--- config.mk ---
export PLATFORM = sky130hd
export DESIGN_NAME = fetch_pc
export DESIGN_NICKNAME = d
export VERILOG_FILES = /design/src/rtl/fetch_pkg.sv /design/src/rtl/fetch_btb.sv /design/src/rtl/fetch_pc.sv
export SDC_FILE = /design/constraint.sdc
export NUM_CORES = 1
export LEC_CHECK = 0
export BUFFER_PORTS_ARGS = -buffer_cell sky130_fd_sc_hd__buf_2
export CAP_MARGIN = 20
export CORE_ASPECT_RATIO = 0.8
export CORE_MARGIN = 4
export CORE_UTILIZATION = 31
export CTS_BUF_LIST = sky130_fd_sc_hd__clkbuf_16
export CTS_CLUSTER_SIZE = 20
export DETAILED_ROUTE_END_ITERATION = 6
export SKIP_CTS_REPAIR_TIMING = 1
export SYNTH_ARGS = -nofsm -noshare
export SYNTH_HDL_FRONTEND = slang
export SYNTH_HIERARCHICAL = 1
export SYNTH_SLANG_ARGS = --single-unit
--- constraint.sdc ---
create_clock -name clk -period 5.95 [get_ports clk]
set_clock_uncertainty 0.2 [all_clocks]
set_input_delay 0.595 -clock clk [delete_from_list [all_inputs] [get_ports clk]]
set_output_delay 0.595 -clock clk [all_outputs]
set_load 0.02 [all_outputs]
--- src/rtl/fetch_pkg.sv ---
// Types and constants shared by the fetch PC register and its branch target buffer.
package fetch_pkg;
  localparam int INST_BYTES = 4;
  // BTB entry fields are sized for the widest supported PC and zero-extended by users.
  localparam int BTB_W_MAX  = 64;

  typedef struct packed {
    logic                 valid;
    logic [BTB_W_MAX-1:0] tag;
    logic [BTB_W_MAX-1:0] target;
  } btb_entry_t;

  typedef enum logic [2:0] {
    SEL_TRAP,
    SEL_BR,
    SEL_STALL,
    SEL_PRED,
    SEL_SEQ
  } pc_sel_e;
endpackage

--- src/rtl/fetch_btb.sv ---
// Direct-mapped branch target buffer: combinational lookup port, registered update port.
module fetch_btb
  import fetch_pkg::*;
#(
  parameter int XLEN  = 32,
  parameter int DEPTH = 16
) (
  input  logic            clk,
  input  logic            rst,
  input  logic [XLEN-1:0] lkp_pc_i,
  output logic            lkp_hit_o,
  output logic [XLEN-1:0] lkp_tgt_o,
  input  logic            upd_valid_i,
  input  logic [XLEN-1:0] upd_pc_i,
  input  logic [XLEN-1:0] upd_tgt_i,
  input  logic            upd_taken_i
);
  localparam int IDX = $clog2(DEPTH);

  btb_entry_t           mem_q [DEPTH];
  logic [IDX-1:0]       lkp_idx, upd_idx;
  logic [BTB_W_MAX-1:0] lkp_tag, upd_tag;
  logic                 unused_lo;

  assign lkp_idx   = lkp_pc_i[2 +: IDX];
  assign upd_idx   = upd_pc_i[2 +: IDX];
  assign lkp_tag   = BTB_W_MAX'(lkp_pc_i[XLEN-1:2+IDX]);
  assign upd_tag   = BTB_W_MAX'(upd_pc_i[XLEN-1:2+IDX]);
  assign unused_lo = ^{lkp_pc_i[1:0], upd_pc_i[1:0]};

  // Reads see registered contents, so a same-cycle update is visible only next cycle.
  assign lkp_hit_o = mem_q[lkp_idx].valid && (mem_q[lkp_idx].tag == lkp_tag);
  assign lkp_tgt_o = mem_q[lkp_idx].target[XLEN-1:0];

  always_ff @(posedge clk) begin
    if (!rst) begin
      for (int i = 0; i < DEPTH; i++) mem_q[i].valid <= 1'b0;
    end else if (upd_valid_i) begin
      if (upd_taken_i) begin
        mem_q[upd_idx].valid  <= 1'b1;
        mem_q[upd_idx].tag    <= upd_tag;
        mem_q[upd_idx].target <= BTB_W_MAX'(upd_tgt_i & ~XLEN'(INST_BYTES-1));
      end else if (mem_q[upd_idx].tag == upd_tag) begin
        mem_q[upd_idx].valid <= 1'b0;
      end
    end
  end
endmodule

--- src/rtl/fetch_pc.sv ---
// Fetch PC register with trap/branch/stall/prediction priority mux.
// Define FETCH_PC_BTB_EN to build in the branch target buffer predictor.
module fetch_pc
  import fetch_pkg::*;
#(
  parameter int              XLEN      = 32,
  parameter logic [XLEN-1:0] RESET_VEC = '0,
  parameter int              BTB_DEPTH = 16
) (
  input  logic            clk,
  input  logic            rst,
  input  logic            pc_stall,
  input  logic            br_ctrl,
  input  logic [XLEN-1:0] br_addr,
  input  logic            trap_ctrl,
  input  logic [XLEN-1:0] trap_addr,
  input  logic            btb_upd_valid,
  input  logic [XLEN-1:0] btb_upd_pc,
  input  logic [XLEN-1:0] btb_upd_target,
  input  logic            btb_upd_taken,
  output logic [XLEN-1:0] pc_o,
  output logic            pred_taken_o
);
  localparam logic [XLEN-1:0] ALIGN_MASK = ~XLEN'(INST_BYTES-1);

  logic [XLEN-1:0] pc_q, pc_d, pred_tgt;
  logic            pred_hit;
  pc_sel_e         sel;

`ifdef FETCH_PC_BTB_EN
  fetch_btb #(.XLEN(XLEN), .DEPTH(BTB_DEPTH)) u_btb (
    .clk        (clk),
    .rst        (rst),
    .lkp_pc_i   (pc_q),
    .lkp_hit_o  (pred_hit),
    .lkp_tgt_o  (pred_tgt),
    .upd_valid_i(btb_upd_valid),
    .upd_pc_i   (btb_upd_pc),
    .upd_tgt_i  (btb_upd_target),
    .upd_taken_i(btb_upd_taken)
  );
`else
  logic unused_upd;
  assign pred_hit   = 1'b0;
  assign pred_tgt   = '0;
  assign unused_upd = ^{btb_upd_valid, btb_upd_pc, btb_upd_target, btb_upd_taken};
`endif

  always_comb begin
    sel = SEL_SEQ;
    if (trap_ctrl)     sel = SEL_TRAP;
    else if (br_ctrl)  sel = SEL_BR;
    else if (pc_stall) sel = SEL_STALL;
    else if (pred_hit) sel = SEL_PRED;
  end

  // Sequential path wraps naturally at 2^XLEN.
  always_comb begin
    pc_d = pc_q + XLEN'(INST_BYTES);
    case (sel)
      SEL_TRAP:  pc_d = trap_addr & ALIGN_MASK;
      SEL_BR:    pc_d = br_addr & ALIGN_MASK;
      SEL_STALL: pc_d = pc_q;
      SEL_PRED:  pc_d = pred_tgt & ALIGN_MASK;
      default:   pc_d = pc_q + XLEN'(INST_BYTES);
    endcase
  end

  always_ff @(posedge clk) begin
    if (!rst) pc_q <= RESET_VEC;
    else      pc_q <= pc_d;
  end

  assign pc_o         = pc_q;
  assign pred_taken_o = pred_hit;
endmodule

Word level (Yosys, flattened, before mapping)
Cells that the tools add are included.

Word-level logic and storage cells: 10. Flip-flop bits (word level): 32. Output and inout port bits: 33. Input port bits: 135.

Add/sub/neg operators: 1. Eq/ne operators: 3. Mux-type cells: 4. Reduce and logical (&&, ||, !) cells: 1.

Operator list (number): case mux 32 bit (4 select lines) (1); adder 32 x 3 -> 32 bit, second input constant (1); 2-to-1 mux 3 bit (3); equality test 3 x 2 -> 1 bit, second input constant (2); equality test 3 x 1 -> 1 bit, second input constant (1); logical NOT 3 bit (1).

Longest topological paths before layout
Gate-level depths: netlist of the first run.

Word-level depth: 5. Gate-level depth with buffers: 8. Gate-level depth less buffers: 6.

Worst setup path after synthesis of the first run
OpenSTA, ideal clock, no wires.

Path type: register to register. Start: register pc_q[2] (netlist: pc_o[2]). End: register pc_q[22] (netlist: pc_o[22]). Setup slack: 3.680 ns. Cell stages (with the launch flop): 8. Data arrival time: 2.000 ns. Buffers on the path: 1. Required time: 5.680 ns. Cells stage by stage: dfxtp_1 -> ha_1 -> nand4_1 -> or4_4 -> buf_2 -> nor4_1 -> o21ai_1 -> a21oi_1.

Longest elaborated chain between the ends: 2.

RTL lines: start, declared (RTL line fetch_pc.sv:26) `logic [XLEN-1:0] pc_q, pc_d, pred_tgt;`; start signal, assigned (RTL line fetch_pc.sv:71) `else pc_q <= pc_d;`; adder 32 x 3 -> 32 bit (RTL line fetch_pc.sv:65) `default: pc_d = pc_q + XLEN'(INST_BYTES);`; case mux 32 bit (4 select lines) (RTL line fetch_pc.sv:60) `case (sel)`.

No other way between the ends. A chain may end at the register's enable or synchronous reset.

Worst setup path in the final report of the first run
Start: input port br_ctrl. End: register pc_q[10] (netlist: pc_o[10]).

Longest elaborated chain between the ends: 4.

RTL lines: start, declared (RTL line fetch_pc.sv:13) `input logic br_ctrl,`; 2-to-1 mux 3 bit * (RTL line fetch_pc.sv:52) `else if (br_ctrl) sel = SEL_BR;`; 2-to-1 mux 3 bit * (RTL line fetch_pc.sv:51) `if (trap_ctrl) sel = SEL_TRAP;`; equality test 3 x 2 -> 1 bit, or another cell as far along (RTL line fetch_pc.sv:60); case mux 32 bit (4 select lines) (RTL line fetch_pc.sv:60).

Every way passes the cells marked *; elsewhere a longest branch is shown, timed or not.

==> run summary, run 1 <==
Total Wirelength - 7990 um
Clock Latency Late Sink - 0.28 ns
WL per Instance - 16.4 um
Post-synthesis sequential area ratio - 26.8%
# nets final - 535
DPL Wire Length - 5650 um
Hold Path End - pc_o[15]
Flop2flop setup slack - 3.46 ns
Initial antenna violation count - 0
Tmin final - 2.61 ns
Worst slew pin tran - 0.946 ns
Buffers on Ports - 94
Top FF cell, synth - dfxtp_1
Die area - 8650 um2
DR top layer - met4
Post-synthesis simple-gate area fraction - 23.5%
Total CTS buffers - 5
Fmax - 383 MHz
Final Worst Setup Slack - 3.34 ns
R2R Path End - pc_o[31]
Lkg Pwr - 1.17 nW
Final-report setup violation count - 0
Core area - 6960 um2
Max Root-Sink Buffers - 2
Max Transition Viols Final - 0
WP buf/inv - 1
Crit Path Category - input port to register
Post-synthesis mux area share - 0.447%
Clock Tree Root - clkbuf_16
Ys async rst share - 0%
Remaining DRCs - 0
Largest net degree at the start of global routing - 54
Cell Count, Final, Fillers Out - 487
Dpl cells - 479
CP cell instances - buf_2 -> nor2b_1 -> a22oi_1 -> o21ai_0 -> a21oi_1 -> a211oi_1
Setup TNS - 0 ns
WHS Path Cells - 2
Io pins - 168
GRT Util Overall - 18.3%
Metal-1 WL - 3770 um
CP endpoint kind - register
Worst R2R Start - pc_o[8]
Initial Util - 32.2%
Crit path DAT - 2.60 ns
Setup WS pre-CTS - 3.02 ns
Worst Path Required - 5.94 ns
Flops & latches, synth - 30
Cell area after synthesis - 2240 um2
Row count - 27
Die Y - 84.0 um
CP top delay family - simple AND/OR/NAND/NOR gates
Total number of vias - 2697
Slowest CP cell - nor2b_1
Hold wc startpoint - pc_o[15]
CTS tree - yes
Met3 wire len - 647 um
Avg Inst Size Synth - 6.95 um2
Peak supply drop - 0.111 mV
Hold Violations, Final - 0
Gate Count Post-Synth - 322
Post-synthesis xor/xnor area fraction - 1.17%
MaxCap Viol Count - 0
RSZ-0062 raised after global routing - false
Pwr per Cell Area - 218 nW/um2
Area grow syn2layout - 27.2%
Largest family of logic cells by synthesized area - compound AO/OA/AOI/OAI gates
Routed wl met2 - 3470 um
Vias in the first global route - 2502
CP peak stage delay - 0.83 ns
Post-route clock period utilization - 43.9%
Slew HR - 36.8%
Die W - 103 um
Finished Cell Area - 2850 um2
Max reg flops - 30
Grt ovf - 0
Vias per Instance - 5.54
GP Congestion - 0.812
Critical-path maximum fanout - 30
CTS Sinks - 30
YS warnings - 6
Worst Reg-to-Reg Cells - 5
Hold Crit Class - register to register
CTS H-tree depth - 2
Synth unique cells - 52
N_diodes - 0
Initial drt markers - 222
Post-DRT Antenna Nets - 0
Post-synth EDFFs - 0
Synth Area in Adders - 0.559%
Startpoint Class - input port
Synth Area in Compound Gates - 40.1%
CTS clk-pin slew, worst paths - 0.05 ns
Wire length of the first global-routing pass - 12800 um
Outcome - completed
Layout cell share with drive strength beyond 1 - 27.3%
TritonRoute pass-1 iters - 4
Cell Area, Placed - 2710 um2
cell usage after synthesis, drive strengths merged, types with 4 or more instances:
cell    count  share of area (%)
a21oi      63                 14
nand2      39                6.5
o21ai      37                8.3
dfxtp      30                 27
clkbuf     17                2.9
nand3      13                2.9
nor3       11                2.9
buf        10                2.7
nor2       10                1.7
inv         9                1.5
nand4       7                2.6
o21a        7                2.3
a22oi       6                2.0
a211oi      5                1.7
a221oi      4                1.6
and4        4                1.6
nor4        4                1.4
cells in the final DEF (no fill, tap or decap), drive strengths merged, types with 2 or more instances in the layout:
cell	Yosys	layout
and2	2	2
o21ai	37	37
a221oi	4	4
nor2b	3	3
and3	2	2
a211oi	5	5
nor3	11	11
nor2	10	10
conb	1	3
nand3	13	13
o31a	3	3
o21a	7	7
nand4	7	7
a21o	2	2
or4	2	2
o31ai	3	3
dfxtp	30	30
clkinv	1	3
o211a	3	3
nand2	39	39
buf	10	95
xnor2	2	2
or3	2	2
a21oi	63	63
inv	9	10
nor4	4	4
a22oi	6	6
o311ai	2	2
and4	4	4
clkbuf	17	5
o41ai	3	3
o221ai	2	2
o211ai	3	3
cell type report:
type | count | area, um2
fillers | 781 | 4110
multi-input cells | 257 | 1480
flip-flops and latches | 30 | 601
repair buffers | 95 | 478
clock buffers | 5 | 125
well taps | 87 | 109
inverters | 10 | 37.5
clock inverters | 3 | 12.5
power by group:
group | internal (mW) | leakage [nW] | switching (mW) | total [mW]
sequential | 0.216 | 0.247 | 0.0223 | 0.238
combinational | 0.0569 | 0.850 | 0.0842 | 0.141
clock | 0.151 | 0.0724 | 0.0912 | 0.242
total | 0.424 | 1.17 | 0.198 | 0.621
through the flow:
stage               utilization, %  hold slack [ns]  power (mW)
floorplan                        -            0.331       0.328
global placement              38.9            0.265       0.379
detailed placement            38.9            0.263       0.382
CTS                           40.9            0.272       0.625
global route                  40.9            0.293       0.654
finish                        40.9            0.274       0.621
worst max path at each step:
stage	from	end	slack, ns	cells past startpoint
2_1_floorplan	pc_o[2]	pc_o[22]	3.68	7
3_3_place_gp	br_ctrl	pc_o[7]	3.04	6
3_5_place_dp	br_ctrl	pc_o[7]	3.02	6
4_1_cts	br_ctrl	pc_o[7]	3.30	6
5_1_grt	br_ctrl	pc_o[10]	3.04	6
6_report	br_ctrl	pc_o[10]	3.34	6
worst reg2reg max path: cells and delay by family, from the launching register on:
kind,cells,cell delay (ns)
simple gates,3,1.45
flops,1,0.48
compound gates,1,0.08
xor+xnor,1,0.15
cell families (layout without fill, tap and decap cells):
family | after synthesis | in the layout
compound gates | 148 | 148
mux | 1 | 1
fa+ha+maj | 1 | 1
xor+xnor | 3 | 3
flops | 30 | 30
other cells | 1 | 3
buf+inv | 37 | 113
simple gates | 101 | 101
layer usage:
| layer | vias up | GRT usage (%) |
|---|---|---|
| met5 | - | 0 |
| met4 | 0 | 5.41 |
| met3 | 10 | 3.09 |
| met2 | 93 | 26.5 |
| met1 | 1244 | 27.4 |
| li1 | 1350 | - |
Note: power is estimated with default switching activity, not from simulation.
==> run 2, diff against run 1 <==
Clock period 5.95 ns to 2.6 ns, I/O delays scaled along.
==> run 2 against run 1 <==
Global-route usage about the same. Hold slack got worse by 0.27 ns. Design area increased by 3.7%. Critical endpoint is now pc_o[26]. Largest power group unchanged.
==> run summary, run 2 (synthesis results as in run 1) <==
Outcome - completed (unchanged)
Tmin final - 2.28 ns
N_diodes - 0 (unchanged)
Post-DRT Antenna Nets - 0 (unchanged)
Startpoint Class - register (was input port)
RSZ-0062 raised after global routing - false (unchanged)
Commonest cells after routing, fill and taps aside - 94 x buf_2, 63 x a21oi_1, 39 x nand2_1 (unchanged)
CP cell instances - ha_1 -> nand4_1 -> or4_4 -> or3_1 -> a21o_1 -> a21oi_1 (was buf_2 -> nor2b_1 -> a22oi_1 -> o21ai_0 -> a21oi_1 -> a211oi_1)
Hold Violations, Final - 0 (unchanged)
MaxCap Viol Count - 0 (unchanged)
Total number of vias - 2737 (was 2697)
Row count - 27 (unchanged)
DPL Wire Length - 6040 um (was 5650 um)
Fmax - 438 MHz
Io pins - 168 (unchanged)
Die area - 8650 um2 (unchanged)
# nets final - 549 (was 535)
CTS H-tree depth - 2 (unchanged)
Max Root-Sink Buffers - 2 (unchanged)
CTS Sinks - 30 (unchanged)
WL per Instance - 16.0 um (was 16.4 um)
Finished Cell Area - 2950 um2 (was 2850 um2)
Remaining DRCs - 0 (unchanged)
Wire length of the first global-routing pass - 12700 um (was 12800 um)
CTS tree - yes (unchanged)
Die Y - 84.0 um (unchanged)
Pwr per Cell Area - 485 nW/um2 (was 218 nW/um2)
Post-route clock period utilization - 87.8%
Crit Path Category - register to register (was input port to register)
Worst Path Required - 2.61 ns (was 5.94 ns)
Vias per Instance - 5.46 (was 5.54)
Lkg Pwr - 1.24 nW (was 1.17 nW)
Layout cell share with drive strength beyond 1 - 29.7% (was 27.3%)
Total Wirelength - 8030 um (was 7990 um)
Final-report setup violation count - 0 (unchanged)
Slowest CP cell - or4_4 (was nor2b_1)
Setup TNS - 0 ns (unchanged)
Max reg flops - 30 (unchanged)
Initial drt markers - 188 (was 222)
Area grow syn2layout - 31.9% (was 27.2%)
TritonRoute pass-1 iters - 4 (unchanged)
GP Congestion - 0.818 (was 0.812)
Cell Area, Placed - 2810 um2 (was 2710 um2)
Peak supply drop - 0.204 mV (was 0.111 mV)
Post-layout power - 1.43 mW (was 0.621 mW)
Initial antenna violation count - 0 (unchanged)
Vias in the first global route - 2571 (was 2502)
Clock Latency Late Sink - 0.28 ns (about the same)
Grt ovf - 0 (unchanged)
Commonest non-fill, non-tap cell in the layout - buf_2 (unchanged)
Initial Util - 32.2% (unchanged)
Core area - 6960 um2 (unchanged)
Critical-path maximum fanout - 14 (was 30)
CP endpoint kind - register (unchanged)
CTS clk-pin slew, worst paths - 0.05 ns (about the same)
GRT Util Overall - 18.3% (about the same)
Die W - 103 um (unchanged)
Crit path DAT - 2.30 ns (was 2.60 ns)
Max Transition Viols Final - 0 (unchanged)
CP peak stage delay - 0.62 ns (was 0.83 ns)
Clock Tree Root - clkbuf_16 (unchanged)
Largest net degree at the start of global routing - 34 (was 54)
Total CTS buffers - 5 (unchanged)
Hold Crit Class - input port to register (was register to register)
Buffers on Ports - 94 (unchanged)
[run 2: changes by cell type in the layout (fill, tap and decap cells not counted), sizes merged]
cell / before / now
buf: 95 / 109
[run 2: metal layers]
| layer | wire length [um] | GRT usage (%) | vias up |
|---|---|---|---|
| met5 | 0 | 0 | - |
| met4 | 118 | 5.76 | 0 |
| met3 | 570 | 2.76 | 11 |
| met2 | 3510 | 27.3 | 94 |
| met1 | 3830 | 26.7 | 1250 |
| li1 | - | - | 1382 |
[run 2: final cells by class]
cell class	count	area (um2)
Multi-Input combinational cell	257	1480
Sequential cell	30	601
Clock inverter	3	12.5
Tap cell	87	109
Timing Repair Buffer	109	583
Fill cell	761	4010
Clock buffer	5	125
Inverter	10	37.5
[run 2: where the power goes]
part	total (mW)	switching, mW	internal [mW]
Sequential	0.538	0.0442	0.494
Combinational	0.344	0.201	0.143
Clock	0.551	0.206	0.345
[run 2: stage by stage]
| step | util [%] | hold WS [ns] | setup WS, ns | std cells |
|---|---|---|---|---|
| final | 42.4 | 0.00755 | 0.316 | 501 |
| after global routing | 42.4 | 0.00162 | 0.190 | 501 |
| after CTS | 42.4 | 0.00521 | 0.333 | 501 |
| after detailed placement | 40.4 | 0.262 | 0.357 | 493 |
| after global placement | 40.4 | 0.255 | 0.376 | 493 |
| after floorplan | - | 0.198 | 0.330 | 324 |
[run 2: final timing paths]
| check | startpoint | end | slack (ns) | cells after the start |
|---|---|---|---|---|
| worst max-delay path | pc_o[3] | pc_o[26] | 0.32 | 6 |
| worst min-delay path | trap_addr[2] | pc_o[2] | 0.008 | 2 |
| worst max register to register | pc_o[3] | pc_o[26] | 0.32 | 6 |
| worst min register to register | pc_o[15] | pc_o[15] | 0.27 | 2 |
[run 2: critical path: cells and delay by family, from the launching register on]
kind	cells	cell delay [ns]
flip-flops	1	0.34
AND/OR/NAND/NOR	3	1.14
AO/OA/AOI/OAI	2	0.30
adder cells (fa/ha/maj)	1	0.24
